## src/rtl/mult_seq_par.sv

```systemverilog
// Signed sequential shift-add multiplier with operand parity checking and result parity.
// Magnitudes are multiplied STEP bits per cycle; the sign is applied once at the end.
module mult_seq_par #(
    parameter int WIDTH      = 16,
    parameter int STEP       = 1,
    parameter int PARITY_ODD = 0
) (
    input  logic               clk,
    input  logic               rst_n,
    input  logic               req,
    input  logic [WIDTH-1:0]   arg_a,
    input  logic               arg_a_parity,
    input  logic [WIDTH-1:0]   arg_b,
    input  logic               arg_b_parity,
    output logic               ack,
    output logic [2*WIDTH-1:0] result,
    output logic               result_parity,
    output logic               arg_parity_error,
    output logic               result_rdy
);

    localparam int N  = WIDTH / STEP;
    localparam int CW = (N > 1) ? $clog2(N) : 1;
    localparam int RW = 2 * WIDTH;

    localparam logic            ODD    = (PARITY_ODD != 0) ? 1'b1 : 1'b0;
    localparam logic [WIDTH-1:0] ONE_W = {{(WIDTH-1){1'b0}}, 1'b1};
    localparam logic [RW-1:0]    ONE_R = {{(RW-1){1'b0}}, 1'b1};
    localparam logic [RW-1:0]    ZERO_R = {RW{1'b0}};
    localparam logic [CW-1:0]    ONE_C = {{(CW-1){1'b0}}, 1'b1};
    localparam logic [CW-1:0]    ZERO_C = {CW{1'b0}};
    localparam logic [CW-1:0]    LAST_C = CW'(N - 1);

    typedef enum logic [1:0] {
        IDLE = 2'd0,
        BUSY = 2'd1,
        DONE = 2'd2
    } state_t;

    function automatic logic par_w(input logic [WIDTH-1:0] d);
        return (^d) ^ ODD;
    endfunction

    function automatic logic par_r(input logic [RW-1:0] d);
        return (^d) ^ ODD;
    endfunction

    // Unsigned magnitude; -2^(WIDTH-1) maps to 2^(WIDTH-1) without loss.
    function automatic logic [WIDTH-1:0] mag(input logic [WIDTH-1:0] d);
        return d[WIDTH-1] ? (~d + ONE_W) : d;
    endfunction

    state_t            state_q, state_d;
    logic [CW-1:0]     cnt_q, cnt_d;
    logic [RW-1:0]     a_sh_q, a_sh_d;
    logic [WIDTH-1:0]  b_mag_q, b_mag_d;
    logic [RW-1:0]     acc_q, acc_d;
    logic              neg_q, neg_d;
    logic              perr_q, perr_d;
    logic              ack_q, ack_d;
    logic [RW-1:0]     result_q, result_d;
    logic              result_parity_q, result_parity_d;
    logic              arg_parity_error_q, arg_parity_error_d;
    logic              result_rdy_q, result_rdy_d;

    logic [RW-1:0]     partial_s;
    logic [RW-1:0]     prod_s;
    logic [RW-1:0]     signed_s;

    // Partial product of the current STEP multiplier bits, and the signed final value.
    always_comb begin
        partial_s = ZERO_R;
        for (int j = 0; j < STEP; j++) begin
            if (b_mag_q[j]) begin
                partial_s = partial_s + (a_sh_q << j);
            end else begin
                partial_s = partial_s;
            end
        end
        prod_s   = acc_q + partial_s;
        signed_s = neg_q ? (~prod_s + ONE_R) : prod_s;
    end

    // Next-state and datapath update.
    always_comb begin
        state_d            = state_q;
        cnt_d              = cnt_q;
        a_sh_d             = a_sh_q;
        b_mag_d            = b_mag_q;
        acc_d              = acc_q;
        neg_d              = neg_q;
        perr_d             = perr_q;
        ack_d              = 1'b0;
        result_d           = result_q;
        result_parity_d    = result_parity_q;
        arg_parity_error_d = arg_parity_error_q;
        result_rdy_d       = 1'b0;
        case (state_q)
            IDLE: begin
                if (req) begin
                    ack_d   = 1'b1;
                    a_sh_d  = {{WIDTH{1'b0}}, mag(arg_a)};
                    b_mag_d = mag(arg_b);
                    acc_d   = ZERO_R;
                    cnt_d   = ZERO_C;
                    neg_d   = arg_a[WIDTH-1] ^ arg_b[WIDTH-1];
                    perr_d  = (arg_a_parity != par_w(arg_a)) | (arg_b_parity != par_w(arg_b));
                    state_d = perr_d ? DONE : BUSY;
                end else begin
                    state_d = IDLE;
                end
            end
            BUSY: begin
                acc_d   = prod_s;
                a_sh_d  = a_sh_q << STEP;
                b_mag_d = b_mag_q >> STEP;
                cnt_d   = cnt_q + ONE_C;
                if (cnt_q == LAST_C) begin
                    state_d            = DONE;
                    result_rdy_d       = 1'b1;
                    result_d           = signed_s;
                    result_parity_d    = par_r(signed_s);
                    arg_parity_error_d = 1'b0;
                end else begin
                    state_d = BUSY;
                end
            end
            DONE: begin
                state_d = IDLE;
                // A rejected transaction reports one cycle later than it enters DONE.
                if (perr_q) begin
                    result_rdy_d       = 1'b1;
                    result_d           = ZERO_R;
                    result_parity_d    = par_r(ZERO_R);
                    arg_parity_error_d = 1'b1;
                end else begin
                    result_rdy_d = 1'b0;
                end
            end
            default: begin
                state_d = IDLE;
            end
        endcase
    end

    // State and output registers.
    always_ff @(posedge clk or negedge rst_n) begin
        if (!rst_n) begin
            state_q            <= IDLE;
            cnt_q              <= ZERO_C;
            a_sh_q             <= ZERO_R;
            b_mag_q            <= {WIDTH{1'b0}};
            acc_q              <= ZERO_R;
            neg_q              <= 1'b0;
            perr_q             <= 1'b0;
            ack_q              <= 1'b0;
            result_q           <= ZERO_R;
            result_parity_q    <= 1'b0;
            arg_parity_error_q <= 1'b0;
            result_rdy_q       <= 1'b0;
        end else begin
            state_q            <= state_d;
            cnt_q              <= cnt_d;
            a_sh_q             <= a_sh_d;
            b_mag_q            <= b_mag_d;
            acc_q              <= acc_d;
            neg_q              <= neg_d;
            perr_q             <= perr_d;
            ack_q              <= ack_d;
            result_q           <= result_d;
            result_parity_q    <= result_parity_d;
            arg_parity_error_q <= arg_parity_error_d;
            result_rdy_q       <= result_rdy_d;
        end
    end

    assign ack              = ack_q;
    assign result           = result_q;
    assign result_parity    = result_parity_q;
    assign arg_parity_error = arg_parity_error_q;
    assign result_rdy       = result_rdy_q;

endmodule

```

## config.mk

```make
export PLATFORM = sky130hd
export DESIGN_NAME = mult_seq_par
export DESIGN_NICKNAME = d
export VERILOG_FILES = /design/src/rtl/mult_seq_par.sv
export SDC_FILE = /design/constraint.sdc
export NUM_CORES = 1
export LEC_CHECK = 0
export CORE_MARGIN = 3
export CORE_UTILIZATION = 59
export DETAILED_ROUTE_END_ITERATION = 16
export HOLD_SLACK_MARGIN = 0.12
export PLACE_DENSITY = 0.79
export SYNTH_ARGS = -nofsm -noshare
export SYNTH_HDL_FRONTEND = slang
export SYNTH_SLANG_ARGS = --single-unit
```

## constraint.sdc

```tcl
create_clock -name clk -period 12.4 [get_ports clk]
set_clock_uncertainty 0.1 [all_clocks]
set_input_delay 1.86 -clock clk [delete_from_list [all_inputs] [get_ports clk]]
set_output_delay 1.86 -clock clk [all_outputs]
set_load 0.05 [all_outputs]
```

==> impl_metrics.csv <==
group,metric,value,unit
worst_setup_path,path_cells,"and2_1 -> ha_1 -> fa_1 -> a21o_1 -> and4_1 -> o21ai_0 -> a211oi_1 -> or4_1 -> or4b_1 -> or4b_4 -> o31ai_4 -> xor2_1 -> xnor3_1 -> xnor3_2 -> xnor3_1 -> a22o_1",
worst_setup_path,cp_common_cell,"xnor3_1",
clocking,cts-root-buf,"clkbuf_16",
worst_setup_path,cpPeakStageDelay,0.69,ns
grt,grt_util_met2,0.4826,
grt,busiest_layer,"met2",
floorplan,die_area,0.01741,mm2
min_path,hold_path.class,"register to register",
clocking,post_cts_buffers,0,
yosys,synth_fp_nets,1176,
yosys,synth_area_per_cell,8.602,um2
placement,hpwl,17970,um
grt,grt_util_met3,0.04924,
sta,maxSlewHeadroom,0.2619,
placement,post-place-ws,6.384,ns
sta,fin_ws,6.345,ns
yosys,synthTopCellsByArea,"dfrtp_1 33%, xnor2_1 7.3%, ha_1 6.7%, o21ai_0 5.5%, nand2_1 5.1%",
clocking,cts.sinks,124,
sta,rsz0062_at_grt,"no",
yosys,netlist-cell-type-count,71,
worst_setup_path,crit_cells,16,
final_layout,antenna_cells,0,
sta,setup_viol,0,
final_layout,area_growth,15.39,%
detailed_routing,viasPerCell,6.091,
grt,grt_pass1_vias,7900,
pwr,power.density,254.6,mW/mm2
sta,worst_pin_slew,1.107,ns
clocking,clk_latency,0.42,ns
pwr,irDropWorstVdd,0.2178,mV
grt,grt_max_degree,83,
grt,grt_usage,0.2835,
final_layout,drive_gt1_frac,0.05018,
final_layout,final_nets,1211,
detailed_routing,drt-initial-drc-count,591,
yosys,syn_inst,1088,
sta,whs,0.3783,ns
pwr,total_power,2.750,mW
yosys,synth.cell_area,0.009359,mm2
final_layout,num-fill-cells,1221,
grt,grt_antenna_before_repair,0,
final_layout,fin_util,0.7026,
floorplan,die_x,131.9,um
floorplan,die_h,131.9,um
detailed_routing,drc,0,
sta,finalCriticalPeriod,6.055,ns
grt,met1_usage,0.3585,
yosys,synth_seq_cells,124,
min_path,hold_depth,2,
yosys,ys.warnings.count,0,
worst_setup_path,worstSetupStartpointType,"register",
sta,fmax,165.1,MHz
worst_setup_path,ff2ff_path_depth,16,
detailed_routing,num_vias,8205,
floorplan,ios,73,
yosys,yosys.area.top_type_share,0.3316,
floorplan,row_count,45,
detailed_routing,dr.pass1.iters,5,
run_status,outcome,"finished, final reports clean",
worst_setup_path,crit_slowest_cell,"or4b_1",
final_layout,fin_area,0.01080,mm2
detailed_routing,ant_nets,0,
detailed_routing,wire_per_inst,18.30,um
placement,post_dp_cell_area,0.01014,mm2
floorplan,start_util,0.6089,
yosys,synth_top_cell_by_area,"dfrtp_1",
clocking,cts_buffer_depth,2,
grt,grt_first_pass_wirelength,40250,um
clocking,cts_tree,"done",
sta,slew_violations,0,
final_layout,instances_no_fill,1347,
pwr,p_leak,4.736,nW
sta,fin_tns_setup,0,ns
sta,final_hold_viol_count,0,
worst_setup_path,critPathTopFamily,"simple AND/OR/NAND/NOR gates",
worst_setup_path,cp_max_fo,16,
grt,grt_overflow,0,
flow_run,drv_cap,0,
clocking,ctsHtreeMaxLevel,4,
yosys,synth_flop_cell,"dfrtp_1",
worst_setup_path,arrival,6.27,ns
worst_setup_path,critical_path_class,"register to register",
detailed_routing,wirelength,24650,um
yosys,seq_area_frac_synth,0.3316,
floorplan,coreArea,0.01537,mm2
clocking,cts.clk_slew.worst_paths,0.06,ns
placement,placed_cells,1315,
yosys,async_flop_share,1.000,
worst_setup_path,worstPathRequired,12.61,ns
clocking,post_cts.resized_instances,0,
clocking,postCtsHoldBufs,0,
worst_setup_path,worst-path-buf-inv,0,
placement,io_buffers,72,
clocking,cts_buffers,17,
worst_setup_path,cp-end-kind,"register",
placement,gp_congestion,0.9748,
yosys,synth_edf_count,0,
sta,period_share,0.4883,
[path summary, 6_finish.rpt]
kind,startpoint,to,slack (ns)
worst min register to register,result[1],result[1],0.38
min in group asynchronous,rst_n,a_sh_q[16],1.32
worst min-delay path,result[1],result[1],0.38
worst max-delay path,b_mag_q[0],result_parity,6.34
worst max register to register,b_mag_q[0],result_parity,6.34
max in group asynchronous,rst_n,b_mag_q[0],9.44
[routing by layer]
metal  up-vias  part of all wire
li1       4009                 -
met3        44             0.050
met5         -                 0
met4         0             0.034
met1      3895              0.42
met2       257              0.49
[state kept, by name (all words and copies together) (netlist names), 2 cells and up]
signal	cells
a_sh_q	32
acc_q	32
result	32
b_mag_q	16
cnt_q	4
state_q	2
[tightest hold or removal path: stages (launching register included)]
cell and delay, ns:
dfrtp_1 0.34, nand2_1 0.05, o31ai_1 0.05
[layout make-up]
cell class	instances	area, um2	area share
clock buffer	20	446.7	0.04136
inverter	49	183.9	0.01703
clock inverter	12	210.2	0.01946
sequential	124	3103	0.2873
timing repair buffer	80	778.2	0.07207
multi-input combinational	851	5813	0.5383
tap	211	264.0	0.02445
[power breakdown]
part / switching [mW] / leakage (nW) / internal (mW) / total, mW
Clock: 0.197 / 0.315 / 0.365 / 0.561
Combinational: 0.861 / 2.77 / 0.765 / 1.63
Sequential: 0.0775 / 1.65 / 0.485 / 0.563
[logic make-up after synthesis]
logic type	after synthesis	synth area share
AND/OR/NAND/NOR	331	0.1773
flip-flops	124	0.3316
buffers and inverters	113	0.04746
XOR/XNOR	110	0.1179
multiplexers	12	0.01337
adder cells (fa/ha/maj)	51	0.06898
AO/OA/AOI/OAI	347	0.2435
[cells in the final DEF, fill, tap and decap left out, types with 22 or more instances in the layout]
cell type,synthesis,layout
a21oi_1,69,69
xnor2_1,78,78
xor2_1,22,22
nor2_1,45,45
and2_1,37,37
o21ai_0,103,103
dfrtp_1,124,124
ha_1,50,50
clkdlybuf4s50_1,0,71
a22o_1,47,47
inv_1,49,49
nand2_1,127,127
nor3_1,26,26
[synthesized netlist by cell type (all sizes together) (13+ instances only)]
cell type  count
nand2        127
a21oi         71
inv           49
nand3         18
clkbuf        57
ha            50
a22oi         17
and2          37
xor2          22
xnor2         78
o22ai         18
a22o          47
o21ai        105
or3           19
nor3          26
nor2          45
dfrtp        124
o31ai         13
(Power assumes the default switching activity.)
==> RTL change 1, RTL diff (same settings) <==
The parameter `WIDTH` goes from 16 to 32.
--- a/src/rtl/mult_seq_par.sv
+++ b/src/rtl/mult_seq_par.sv
@@ -1,7 +1,7 @@
 // Signed sequential shift-add multiplier with operand parity checking and result parity.
 // Magnitudes are multiplied STEP bits per cycle; the sign is applied once at the end.
 module mult_seq_par #(
-    parameter int WIDTH      = 16,
+    parameter int WIDTH      = 32,
     parameter int STEP       = 1,
     parameter int PARITY_ODD = 0
 ) (
Interface: changed (resized arg_a, arg_b and result); port bits go from 73 to 137. The function was not compared with the original's and may differ.
==> RTL change 1 against the unedited design <==
  * Worst hold slack worse by 3.2 ps
  * Power grew 130%
  * Via count increased by 110%
  * Cell count up 100%
  * Sequential share of layout area decreased by 0.63 points
  * Combinational power rose to 2.7 times the old value
  * Sequential cell count is 113 higher
  * Area after synthesis is 100% higher
  * Design area up 95%
  * Wire length increased by 110%
  * Global-route usage is 1.9 points higher
  * Worst setup slack worse by 1300 ps
  * Clock power increased by 48%
  * Largest power group unchanged
  * Highest routed layer unchanged
==> RTL change 1: results (changes against the unedited design) <==
status: "completed"
slew_headroom: 0.271  # +0.00913
drtIter0Drc: 1475  # +150%
wl_met3_mm: 4.07  # +230%
totalWireLength_mm: 51.9  # +110%
synth_compound_area_frac: 0.245  # +0.00153
routedWlPerCell_um: 19.2  # +5.0%
avgViaCountPerCell: 6.34  # +4.1%
met1_length_mm: 23.9  # +130%
power.leakage_uw: 0.00927  # +96%
grtUsageMet1: 0.447  # +0.0887
fin_nets: 2456  # +100%
grt_use_met3: 0.0398  # -0.00947
synth_fp_nets: 2409  # +100%
crit_family: "compound AO/OA/AOI/OAI gates"
use_met2: 0.466  # -0.0163
crit_slowest_cell: "a311oi_1"
max-vdd-ir-drop_mv: 0.761  # +250%
grt_pass1_vias: 16011  # +100%
synth_fa_ha_area_frac: 0.0673  # -0.00170
htree_levels: 1  # -3
syn_inst: 2240  # +110%
place_congestion: 0.971  # -0.37%
dp_hpwl_mm: 39.4  # +120%
place_inst: 2654  # +100%
drive_gt1_frac: 0.0460  # -0.00421
grt_use_total: 0.302  # +0.0185
met2_length_mm: 22.3  # +84%
synth_cell_type_count: 95  # +34%
dr.pass1.iters: 6  # +1
-- RTL change 1: changes by cell type after synthesis, moves of 49 or more --
cell and delta:
nand2_1 +124, clkbuf_1 +64, a22o_1 +51, dfrtp_1 +113, xnor2_1 +90, a21oi_1 +94
ha_1 +49, o21ai_0 +81, nor2_1 +94
-- RTL change 1: worst min-delay path, delay by kind of cell (launching register included) --
kind,cells,cell delay (ps)
and+or+nand+nor,1,40
AOI/OAI and AO/OA,1,60
DFF,1,340
-- RTL change 1: where the power goes --
part           internal [µW]  total (µW)  switching (µW)
sequential               934        1060             127
combinational           2160        4370            2210
clock                    503         832             329
total                   3600        6260            2670
-- RTL change 1: metrics by stage --
stage	area, µm²	total power (µW)	hold slack (ps)
floorplan	18700	4520	345
global placement	20200	5240	358
detailed placement	20200	5380	369
CTS	21100	6220	382
global route	21100	6610	406
finish	21100	6260	375
-- RTL change 1: path summary, 6_finish.rpt --
path,start,end,slack [ps],depth (start not counted)
worst max-delay path,b_mag_q[0],result_parity,5090,21
worst min-delay path,result[52],result[52],380,2
worst max register to register,b_mag_q[0],result_parity,5090,21
worst min register to register,result[52],result[52],380,2
max in group asynchronous,rst_n,b_mag_q[9],8880,3
min in group asynchronous,rst_n,result[7],1250,1
-- RTL change 1: cell type report --
cell class	instances	area share
multi-input cells	1771	0.564
well taps	396	0.0235
inverters	98	0.0174
flip-flops and latches	237	0.281
clock buffers	33	0.0345
clock inverters	15	0.00955
repair buffers	152	0.0704
-- RTL change 1: cell families (layout without fill, tap and decap cells) --
group,count (synthesis),count (layout)
xor gates and xnor gates,244,244
buffers and inverters,232,298
adders and majority gates,100,100
and+or+nand+nor,713,713
AOI/OAI and AO/OA,701,701
muxes,13,13
DFF,237,237
==> RTL change 2, RTL diff (config.mk and constraints unchanged) <==
Made on the original files. Put one more register stage on the output `arg_parity_error`. The value now appears one clock later. The other outputs are not delayed to match.
--- a/src/rtl/mult_seq_par.sv
+++ b/src/rtl/mult_seq_par.sv
@@ -177,7 +177,9 @@
     assign ack              = ack_q;
     assign result           = result_q;
     assign result_parity    = result_parity_q;
-    assign arg_parity_error = arg_parity_error_q;
+    always_ff @(posedge clk) begin
+        arg_parity_error <= arg_parity_error_q;
+    end
     assign result_rdy       = result_rdy_q;
 
 endmodule
Function: changed (a bounded check fails within 4 cycles, from zero or initial values and one cycle with rst_n low).
==> RTL change 2 against the unedited design <==
  * Area after synthesis up 0.21%
  * Sequential cell count grew 1
  * Power is 2.3% lower
  * Worst setup slack lost 150 ps
  * Count of clock-buffer cells in the layout shrank 2
  * Largest cell class unchanged
  * Design area is 0.48% lower
  * Wire length grew 0.37%
  * Clock power shrank 11%
==> RTL change 2: results (changes against the unedited design) <==
status: "completed"
fillers: 1243  # +1.8%
routedWlPerCell_um: 18.4  # +0.29%
path_clk_slew_ps: 70
grt_pass1_vias: 7985  # +1.1%
critPathArrivalTime_ps: 6420  # +150 ps
worst_pin_slew_ps: 1100  # -3.73 ps
yosysSeqAreaShare: 0.333  # +0.00143
grt_pass1_wl_mm: 40.2  # about the same
grt_use_total: 0.285  # +0.00129
cts_setup_buffers: 0  # unchanged
holdPathStages: 0  # -2
grt_max_degree: 82  # -1.2%
cts.path.max_buffers: 2  # unchanged
async_flop_share: 0.992  # -0.00800
wl_met3_mm: 1.06  # -14%
synth_flop_cell: "dfrtp_1"
max-vdd-ir-drop_mv: 0.243  # +12%
clk_latency_ps: 430
dp_hpwl_mm: 18.1  # +0.75%
place_congestion: 0.954  # -2.1%
avgViaCountPerCell: 6.16  # +1.1%
cts_buffers: 17  # unchanged
met1_length_mm: 10.5  # +0.22%
port-buffer-count: 72  # unchanged
powerClk_uw: 501  # -11%
hold_viol_final: 0  # unchanged
cts-root-buf: "clkbuf_16"
p_seq_uw: 565  # about the same
critical_path_peak_fanout: 33  # +17
cts_resized: 0  # unchanged
synth.area.top_cells: "dfrtp_1 33%, xnor2_1 7.3%, ha_1 6.7%"
drtIter0Drc: 515  # -13%
p_switching_uw: 1140  # +0.62%
synthTopCellsByCount: "127 x nand2_1, 124 x dfrtp_1, 103 x o21ai_0"
synth_fp_nets: 1177  # +0.085%
reg2reg_depth: 17  # +1
use_met2: 0.507  # +0.0239
power.leakage_uw: 0.00472  # -0.38%
grtUsageMet1: 0.350  # -0.00810
ys_warn_count: 0  # unchanged
drive_gt1_frac: 0.0519  # +0.00171
synth_cell_type_count: 72  # +1.4%
met2_length_mm: 12.6  # +4.0%
dp_slack_ps: 6340  # -48.7 ps
[RTL change 2: logic make-up (layout without fill, tap and decap cells)]
family	after synthesis	after routing	share of synthesized area
AOI/OAI and AO/OA	347	347	0.243
and+or+nand+nor	331	331	0.177
DFF	125	125	0.333
buffers and inverters	113	161	0.0474
xor gates and xnor gates	110	110	0.118
adders and majority gates	51	51	0.0688
muxes	12	12	0.0133
[RTL change 2: path summary, 6_finish.rpt]
kind | from | endpoint | slack (ps)
setup / recovery | b_mag_q[0] | result_parity | 6200
hold / removal | arg_parity_error_q | arg_parity_error | 300
setup reg to reg | b_mag_q[0] | result_parity | 6200
hold reg to reg | arg_parity_error_q | arg_parity_error | 300
max in group asynchronous | rst_n | acc_q[11] | 9510
min in group asynchronous | rst_n | acc_q[13] | 1510
[RTL change 2: critical path, cell delays in order (launching register included)]
cell and delay, ps:
dfrtp_1 360, buf_4 240, and2_1 180, ha_1 220, fa_1 470, a21o_1 210
and4_1 240, o21ai_0 290, a211oi_1 180, or4_1 620, or4b_1 680, or4b_4 600
o31ai_4 210, xor2_1 240, xnor3_1 460, xnor3_2 240, xnor3_1 340, a22o_1 200
[RTL change 2: cell type report]
cell class	count	area, µm²	share of cell area
clock buffers	18	439	0.0409
flip-flops and latches	125	3120	0.291
repair buffers	80	778	0.0724
well taps	211	264	0.0246
multi-input cells	851	5810	0.541
clock inverters	14	146	0.0136
inverters	49	184	0.0171
[RTL change 2: stage by stage]
stage          std cells  instance area [µm²]  hold WS [ps]  total power [µW]
2_1_floorplan       1089                 9380           268              1850
3_3_place_gp        1316                10200           283              2160
3_5_place_dp        1316                10200           284              2180
4_1_cts             1348                10700           301              2690
5_1_grt             1348                10700           314              2870
6_report            1348                10700           303              2690
